File: config.mk
export PLATFORM = sky130hd
export DESIGN_NAME = ee354_numlock_param
export DESIGN_NICKNAME = d
export VERILOG_FILES = /design/src/rtl/ee354_numlock_pkg.sv /design/src/rtl/ee354_numlock_timer.sv /design/src/rtl/ee354_numlock_param.sv
export SDC_FILE = /design/constraint.sdc
export NUM_CORES = 1
export LEC_CHECK = 0
export BUFFER_PORTS_ARGS = -buffer_cell sky130_fd_sc_hd__buf_2
export CAP_MARGIN = 5
export CORE_MARGIN = 10
export CORE_UTILIZATION = 40
export CTS_CLUSTER_SIZE = 40
export DETAILED_ROUTE_END_ITERATION = 6
export GPL_ROUTABILITY_DRIVEN = 0
export PLACE_DENSITY = 0.7
export SLEW_MARGIN = 20
export SYNTH_ARGS = -nofsm -noshare
export SYNTH_HDL_FRONTEND = slang
export SYNTH_SLANG_ARGS = --single-unit
File: constraint.sdc
create_clock -name Clk -period 4.2 [get_ports Clk]
set_input_delay 0.42 -clock Clk [delete_from_list [all_inputs] [get_ports Clk]]
set_output_delay 0.42 -clock Clk [all_outputs]
set_load 0.01 [all_outputs]
File: src/rtl/ee354_numlock_pkg.sv
// rtl/ee354_numlock_pkg.sv - shared state encoding and sizing helpers for the number lock
package ee354_numlock_pkg;

    // Bit positions of each state inside the one-hot q_state vector
    localparam int ST_I_BIT       = 0;
    localparam int ST_WAIT_BIT    = 1;
    localparam int ST_GET_BIT     = 2;
    localparam int ST_OPENING_BIT = 3;
    localparam int ST_BAD_BIT     = 4;
    localparam int ST_LOCKOUT_BIT = 5;
    localparam int ST_PROG_BIT    = 6;
    localparam int NUM_STATES     = 7;

    typedef enum logic [NUM_STATES-1:0] {
        ST_I       = 7'b0000001,
        ST_WAIT    = 7'b0000010,
        ST_GET     = 7'b0000100,
        ST_OPENING = 7'b0001000,
        ST_BAD     = 7'b0010000,
        ST_LOCKOUT = 7'b0100000,
        ST_PROG    = 7'b1000000
    } state_t;

    // Bits needed to hold values 0..value-1; never less than one bit
    function automatic int clog2(input int value);
        int r;
        int v;
        r = 0;
        v = value - 1;
        while (v > 0) begin
            r = r + 1;
            v = v >> 1;
        end
        return (r < 1) ? 1 : r;
    endfunction

    function automatic int max2(input int a, input int b);
        return (a > b) ? a : b;
    endfunction

endpackage

File: src/rtl/ee354_numlock_timer.sv
// rtl/ee354_numlock_timer.sv - loadable down-counter shared by the open and lockout windows
module ee354_numlock_timer #(
    parameter int WIDTH = 6
) (
    input  logic             clk,
    input  logic             reset,
    input  logic             load,
    input  logic [WIDTH-1:0] value,
    output logic             zero
);

    logic [WIDTH-1:0] count;

    // Load takes priority; otherwise count down and park at zero
    always_ff @(posedge clk) begin
        if (reset) begin
            count <= '0;
        end else if (load) begin
            count <= value;
        end else if (count != '0) begin
            count <= count - 1'b1;
        end
    end

    assign zero = (count == '0);

endmodule

File: src/rtl/ee354_numlock_param.sv
// rtl/ee354_numlock_param.sv - programmable CODE_LEN-digit number lock with failed-attempt lockout
module ee354_numlock_param
    import ee354_numlock_pkg::*;
#(
    parameter int                  CODE_LEN       = 4,
    parameter logic [CODE_LEN-1:0] CODE_INIT      = 4'b1011,
    parameter int                  OPEN_CYCLES    = 16,
    parameter int                  MAX_FAIL       = 3,
    parameter int                  LOCKOUT_CYCLES = 64
) (
    input  logic                              Clk,
    input  logic                              reset,
    input  logic                              U,
    input  logic                              Z,
    input  logic                              Prog,
    output logic                              Unlock,
    output logic                              Locked,
    output logic [NUM_STATES-1:0]             q_state,
    output logic [clog2(CODE_LEN)-1:0]        digit_idx,
    output logic [clog2(MAX_FAIL+1)-1:0]      fail_cnt
);

    localparam int IDX_W  = clog2(CODE_LEN);
    localparam int FAIL_W = clog2(MAX_FAIL + 1);
    localparam int TMR_W  = clog2(max2(OPEN_CYCLES, LOCKOUT_CYCLES));

    state_t              state;
    logic [CODE_LEN-1:0] code;
    logic                prog_held;

    logic                press_any;
    logic                press_valid;
    logic                last_digit;
    logic [IDX_W-1:0]    bit_sel;
    logic                expected_digit;
    logic [FAIL_W-1:0]   fail_next;
    logic                timer_load;
    logic [TMR_W-1:0]    timer_value;
    logic                timer_zero;

    // Digits are entered MSB first, so digit_idx 0 addresses the top code bit
    assign press_any      = U | Z;
    assign press_valid    = U ^ Z;
    assign last_digit     = (digit_idx == IDX_W'(CODE_LEN - 1));
    assign bit_sel        = IDX_W'(CODE_LEN - 1) - digit_idx;
    assign expected_digit = code[bit_sel];
    assign fail_next      = (fail_cnt == FAIL_W'(MAX_FAIL)) ? fail_cnt : fail_cnt + 1'b1;

    // Timer is loaded on the release edge that enters OPENING or LOCKOUT
    always_comb begin
        timer_load  = 1'b0;
        timer_value = TMR_W'(LOCKOUT_CYCLES - 1);
        if (state == ST_GET && !press_any && last_digit) begin
            timer_load  = 1'b1;
            timer_value = TMR_W'(OPEN_CYCLES - 1);
        end
        if (state == ST_BAD && !press_any && fail_next == FAIL_W'(MAX_FAIL)) begin
            timer_load = 1'b1;
        end
    end

    ee354_numlock_timer #(
        .WIDTH(TMR_W)
    ) u_timer (
        .clk   (Clk),
        .reset (reset),
        .load  (timer_load),
        .value (timer_value),
        .zero  (timer_zero)
    );

    // Lock state machine together with the code register, digit index and failure count
    always_ff @(posedge Clk) begin
        if (reset) begin
            state     <= ST_I;
            digit_idx <= '0;
            fail_cnt  <= '0;
            code      <= CODE_INIT;
            prog_held <= 1'b0;
        end else begin
            case (state)
                ST_I, ST_WAIT: begin
                    if (press_any) begin
                        if (press_valid && (U == expected_digit)) begin
                            state <= ST_GET;
                        end else begin
                            state <= ST_BAD;
                        end
                    end
                end
                ST_GET: begin
                    if (!press_any) begin
                        if (last_digit) begin
                            state     <= ST_OPENING;
                            digit_idx <= '0;
                            fail_cnt  <= '0;
                        end else begin
                            state     <= ST_WAIT;
                            digit_idx <= digit_idx + 1'b1;
                        end
                    end
                end
                ST_BAD: begin
                    if (!press_any) begin
                        digit_idx <= '0;
                        fail_cnt  <= fail_next;
                        state     <= (fail_next == FAIL_W'(MAX_FAIL)) ? ST_LOCKOUT : ST_I;
                    end
                end
                ST_OPENING: begin
                    if (Prog) begin
                        state     <= ST_PROG;
                        digit_idx <= '0;
                        prog_held <= 1'b0;
                    end else if (timer_zero) begin
                        state <= ST_I;
                    end
                end
                ST_LOCKOUT: begin
                    if (timer_zero) begin
                        state    <= ST_I;
                        fail_cnt <= '0;
                    end
                end
                ST_PROG: begin
                    // Write on the press edge; advance only once both buttons are released
                    if (!prog_held) begin
                        if (press_valid) begin
                            code[bit_sel] <= U;
                            prog_held     <= 1'b1;
                        end
                    end else if (!press_any) begin
                        prog_held <= 1'b0;
                        if (last_digit) begin
                            state     <= ST_I;
                            digit_idx <= '0;
                        end else begin
                            digit_idx <= digit_idx + 1'b1;
                        end
                    end
                end
                default: begin
                    state <= ST_I;
                end
            endcase
        end
    end

    assign q_state = state;
    assign Unlock  = state[ST_OPENING_BIT];
    assign Locked  = state[ST_LOCKOUT_BIT];

endmodule

# Yosys cells after proc, flatten, opt, wreduce, memory -nomap -nowiden

Cells that the tools add are included.

Register bits after elaboration: 22
Bits in latches: 0
Bits in writable memories: 0
Memory bits (read-only): 0
Output and inout port bits: 13
Memories kept: 0

Add/subtract/negate cells: 4
$mul: 0
Div/mod/pow operators: 0
Order comparisons: 2
Equal/unequal tests: 20
Shift-type cells: 0
Muxes and demuxes: 39
Bitwise gates (word level): 3
Reduce and logical (&&, ||, !) cells: 19

Operator list:

| kind                                                                | count |
|---|---|
| 7-bit 2-to-1 mux                                                    | 8 |
| 7-bit one-hot mux with 6 select lines                               | 1 |
| 6-bit 2-to-1 mux                                                    | 4 |
| 2-bit 2-to-1 mux                                                    | 10 |
| 2-bit != test (second input constant)                               | 9 |
| 1-bit 2-to-1 mux                                                    | 8 |
| 2-bit one-hot mux with 4 select lines                               | 1 |
| 7-bit by 1-bit == test with 1-bit output (second input constant)    | 1 |
| 7-bit by 2-bit == test with 1-bit output (second input constant)    | 1 |
| 7-bit by 3-bit == test with 1-bit output (second input constant)    | 1 |
| 7-bit by 4-bit == test with 1-bit output (second input constant)    | 1 |
| 7-bit by 5-bit == test with 1-bit output (second input constant)    | 1 |
| 7-bit by 6-bit == test with 1-bit output (second input constant)    | 1 |
| 7-bit == test (second input constant)                               | 1 |
| 2-bit == test (second input constant)                               | 3 |
| 1-bit logical AND                                                   | 6 |
| 6-bit logical NOT                                                   | 1 |
| 2-bit one-hot mux with 3 select lines                               | 1 |
| 6-bit AND reduction                                                 | 1 |
| 6-bit nonzero test                                                  | 1 |
| 6-bit by 1-bit subtractor with 6-bit output (second input constant) | 1 |
| 5-bit 2-to-1 mux                                                    | 1 |
| 5-bit AND reduction                                                 | 1 |
| 2-bit by 1-bit adder with 2-bit output (second input constant)      | 2 |
| other kinds (20)                                                    | 21 |

# Longest topological paths before layout

Word-level depth: 8
Gate-level depth with buffers: 8
Mapped depth without buffers: 7

# Cells and area by module

Synthesis repeated with hierarchy kept, for this count alone.

Cell total of the unflattened synthesis: 196
Area total of the unflattened synthesis: 1587.8 sq um

Modules (own cells, without submodules):

| module              | times used | cells an instance | area each (sq um) |
|---|---|---|---|
| ee354_numlock_param | 1          | 150               | 1192.4 |
| ee354_numlock_timer | 1          | 46                | 395.4 |

# Worst setup path before layout

No wires, ideal clock.

Path kind: register to register
Start point: register state[0] (netlist: q_state[0])
End point: register fail_cnt[0]
Setup time: 128 ps
Arrival time: 1996 ps
Data required time: 4072 ps
Setup slack: 2076 ps
Stages on the path, launching flop included: 8
Buffers on the path: 2
Clock period less this slack: 2124 ps
Cells stage by stage: dfxtp_1 > buf_6 > or4_4 > buf_6 > or4b_4 > a21oi_4 > mux2i_1 > nor2_1

Word-level cells in the longest chain between the ends: 3
Elaborated cells on any way between the ends: 10
Those cells by class: 7 x eq/ne; 1 x mux; 2 x reduce/logical

RTL lines:

| item                                                                   | line                       | source |
|---|---|---|
| start, declared                                                        | ee354_numlock_param.sv:27  | `state_t state;` |
| start signal, assigned                                                 | ee354_numlock_param.sv:107 | `state <= (fail_next == FAIL_W'(MAX_FAIL)) ? ST_LOCKOUT : ST_I;` |
| 7-bit by 6-bit == test with 1-bit output, or another cell as far along | ee354_numlock_param.sv:81  | `case (state)` |
| 2-bit != test (no line) / 3-bit nonzero test (equally long branches)   | --                         |  |
| 5-bit AND reduction (no line)                                          | --                         |  |
| end signal, assigned                                                   | ee354_numlock_param.sv:106 | `fail_cnt <= fail_next;` |
| end, declared                                                          | ee354_numlock_param.sv:20  | `output logic [clog2(MAX_FAIL+1)-1:0] fail_cnt` |

Several ways; a longest one is shown, not always the timed one.
A chain may end at the register's enable or synchronous reset.

# Worst setup path in the final report

Start point: register state[0] (netlist: q_state[0])
End point: register digit_idx[0]

Word-level cells in the longest chain between the ends: 3
Elaborated cells on any way between the ends: 10
Those cells by class: 7 x eq/ne; 1 x mux; 2 x reduce/logical

RTL lines:

| item                                                                   | line                       | source |
|---|---|---|
| 7-bit by 3-bit == test with 1-bit output, or another cell as far along | ee354_numlock_param.sv:81  |  |
| 4-bit nonzero test (no line) / 2-bit != test (equally long branches)   | --                         |  |
| 4-bit AND reduction (no line)                                          | --                         |  |
| end signal, assigned                                                   | ee354_numlock_param.sv:99  | `digit_idx <= digit_idx + 1'b1;` |
| end signal, assigned                                                   | ee354_numlock_param.sv:138 | `digit_idx <= digit_idx + 1'b1;` |
| end, declared                                                          | ee354_numlock_param.sv:19  | `output logic [clog2(CODE_LEN)-1:0] digit_idx,` |

Several ways; a longest one is shown, not always the timed one.

==> results.yml <==
status:
  status: "finished clean"
yosys:
  synth.area.mux_share_pct: 2.96
  synth_compound_area_share_pct: 19.7
  synth_area_um2: 1440
  ys.warnings.count: 0
  synth_cell_type_count: 53
  postSynthCellCount: 165
  ys_ff_latch: 22
  synth_edf_count: 0
  ys_seq_area_share_pct: 30.7
  syn_nets: 177
  ys_async_sr_fraction_pct: 0
  synth-simple-area-share_pct: 28.6
  synth_area_per_cell_um2: 8.71
  synth_fa_ha_area_share_pct: 6.10
  dominantRegCellSynth: "dfxtp_1"
  synth_top_family_by_area: "simple AND/OR/NAND/NOR gates"
  yosys.area_share.xor_xnor_pct: 4.88
timing:
  post-route-min-period_ns: 2.24
  finalSetupTns_ns: 0
  tightest_slew_ns: 0.615
  drv_slew: 0
  fmax_mhz: 446
  period_share_pct: 53.4
  skew_ns: 0.0163
  slew_headroom_pct: 58.6
  setup_viol: 0
  rsz0062_at_grt: "false"
  hold_viol: 0
clocking:
  insertion_delay_ns: 0.32
  ctsHoldBuffers: 0
  htree_levels: 1
  clk_pin_slew_ns: 0.13
  cts_inserted_buffers: 3
  cts_resized: 0
  root_buffer: "clkbuf_4"
  cts_tree: "yes"
  postCtsSetupBuffers: 0
  clockBufferDepth: 2
  cts.sinks: 22
setup_path:
  worst-path-buf-inv: 0
  slowest_delay_ns: 0.59
  cp.required_ns: 4.47
  crit_type: "register to register"
  path_cells: "nor4_1 -> nor3b_1 -> o211ai_1 -> or4_1 -> a21oi_1"
  r2r_slack_ns: 1.96
  cpMaxStageDelayCell: "nor4_1"
  r2r.worst_path.cells: 5
  critPathMaxFanout: 10
  r2r_start: "q_state[0]"
  r2r-end: "digit_idx[0]"
  cp.arrival_ns: 2.51
  start_kind: "register"
  crit_path_end_kind: "register"
  critPathTopFamily: "simple AND/OR/NAND/NOR gates"
power_and_ir_drop:
  power_frac_comb_pct: 42.0
  switching_power_mw: 0.302
  ir_worst_vdd_mv: 0.241
  swShare_pct: 38.1
  p_int_mw: 0.490
  p_total_mw: 0.791
  clockPowerShare_pct: 20.7
  pwr-share-seq_pct: 37.3
  pwr_density_cell_nw_per_um2: 506
  leakagePower_nw: 0.570
detailed_routing:
  first_iter_violations: 112
  wl_per_cell_um: 15.1
  via_per_inst: 5.69
  num_vias: 1252
  firstDrtPassIters: 4
  drc: 0
  routed_wl_um: 3310
  antenna_left: 0
global_routing:
  grt_first_pass_wirelength_um: 5750
  track_usage_pct: 11.0
  grt-ovfl-total: 0
  grt_pass1_vias: 1194
  grt_max_degree: 22
  antenna_found_initial: 0
finish:
  nNetsFinal: 187
  syn_to_final_growth_pct: 8.80
  layout-drive-gt1-share_pct: 17.8
  num_antenna_cells: 0
die:
  initial_core_util_pct: 42.1
  dieArea_um2: 6390
  ios: 18
  die_h_um: 79.9
  die_x_um: 79.9
  rows: 21
  core_region_area_um2: 3420
worst_hold_path:
  holdPathEnd: "code[2]"
  worstHoldStart: "U"
  min_path_type: "input pin to register"
  hold_depth: 3
place:
  hpwlAfterDp_um: 2540
  portBuffers: 17
flow_run:
  drv_cap: 0
[registers in the layout, indices dropped and copies added (netlist names)]
name	cells
code	4
q_state	7
prog_held	1
u_timer.count	6
fail_cnt	2
digit_idx	2
[per-stage QoR]
stage	cells	instance area [µm²]	setup WS, ns	hold WS [ns]	util (%)
after floorplan	165	1440	2.08	0.433	-
after global placement	216	1510	2.04	0.447	44.2
after detailed placement	216	1510	1.95	0.455	44.2
after CTS	220	1560	1.95	0.394	45.8
after global routing	220	1560	1.79	0.402	45.8
final	220	1560	1.96	0.408	45.8
[area by class of cell]
cell class              count  area (µm²)
clock buffers               3        22.5
clock inverters             1        30.0
fillers                   355        1850
inverters                   9        33.8
multi-input cells         122         893
flip-flops and latches     22         440
well taps                  46        57.6
repair buffers             17        85.1
[power by group through the flow]
stage                     registers (mW)  logic, mW  clock network, mW
after global routing               0.304      0.377              0.179
final                              0.295      0.332              0.164
after CTS                          0.294      0.335              0.170
after floorplan                    0.278      0.298                  0
after global placement             0.296      0.323                  0
after detailed placement           0.298      0.332                  0
[per-layer routing]
metal	global-route usage (%)	routed length, µm
met4	4.58	61
met3	3.60	209
met5	0	0
met1	12.3	1340
met2	18.6	1700
[cells by family after synthesis]
| family | after synthesis |
|---|---|
| compound gates | 40 |
| xor+xnor | 8 |
| fa+ha+maj | 7 |
| buf+inv | 21 |
| flops | 22 |
| mux | 3 |
| simple gates | 64 |
[cells in the final DEF (no fill, tap or decap), types with 4 or more instances in the layout]
cell type / Yosys / layout
buf_2: 1 / 17
nor3b_1: 5 / 5
ha_1: 7 / 7
nor3_1: 6 / 6
inv_1: 9 / 9
a21oi_1: 16 / 16
dfxtp_1: 22 / 22
nand2_1: 12 / 12
xnor2_1: 6 / 6
nand2b_1: 4 / 4
nand3_1: 4 / 4
nor2_1: 9 / 9
[synthesized netlist by cell type (2+ instances only)]
cell type | number | share of area, %
or4_4 | 2 | 1.6
nor3_1 | 6 | 2.1
dfxtp_1 | 22 | 31
buf_6 | 2 | 1.6
ha_1 | 7 | 6.1
a21oi_1 | 16 | 5.6
a21boi_1 | 3 | 1.6
mux2i_1 | 2 | 1.4
a211o_1 | 2 | 1.2
nor4_1 | 3 | 1.3
clkbuf_1 | 6 | 1.6
xnor2_1 | 6 | 3.7
or3_1 | 2 | 0.87
nand2_1 | 12 | 3.1
xor2_1 | 2 | 1.2
inv_1 | 9 | 2.4
nand4_1 | 2 | 0.87
a311o_1 | 3 | 2.1
nand2b_1 | 4 | 1.7
nor3b_1 | 5 | 2.6
nor4b_2 | 2 | 2.1
nand3_1 | 4 | 1.4
nor4b_1 | 2 | 1.2
o211ai_1 | 2 | 1.0
o21ai_0 | 2 | 0.70
buf_4 | 2 | 1.0
nor2_1 | 9 | 2.4
[how the worst max path moves through the flow]
stage | from | to | depth (start not counted) | slack, ns
global placement | q_state[2] | digit_idx[0] | 5 | 2.04
floorplan | q_state[0] | fail_cnt[0] | 7 | 2.08
CTS | q_state[0] | digit_idx[0] | 5 | 1.95
finish | q_state[0] | digit_idx[0] | 5 | 1.96
global route | q_state[2] | digit_idx[0] | 5 | 1.79
detailed placement | q_state[2] | digit_idx[0] | 5 | 1.95
[tightest hold or removal path: stages]
cell and delay [ns]:
buf_2 0.14, nand3_1 0.07, a21oi_1 0.05
Note: power is estimated with default switching activity, not from simulation.
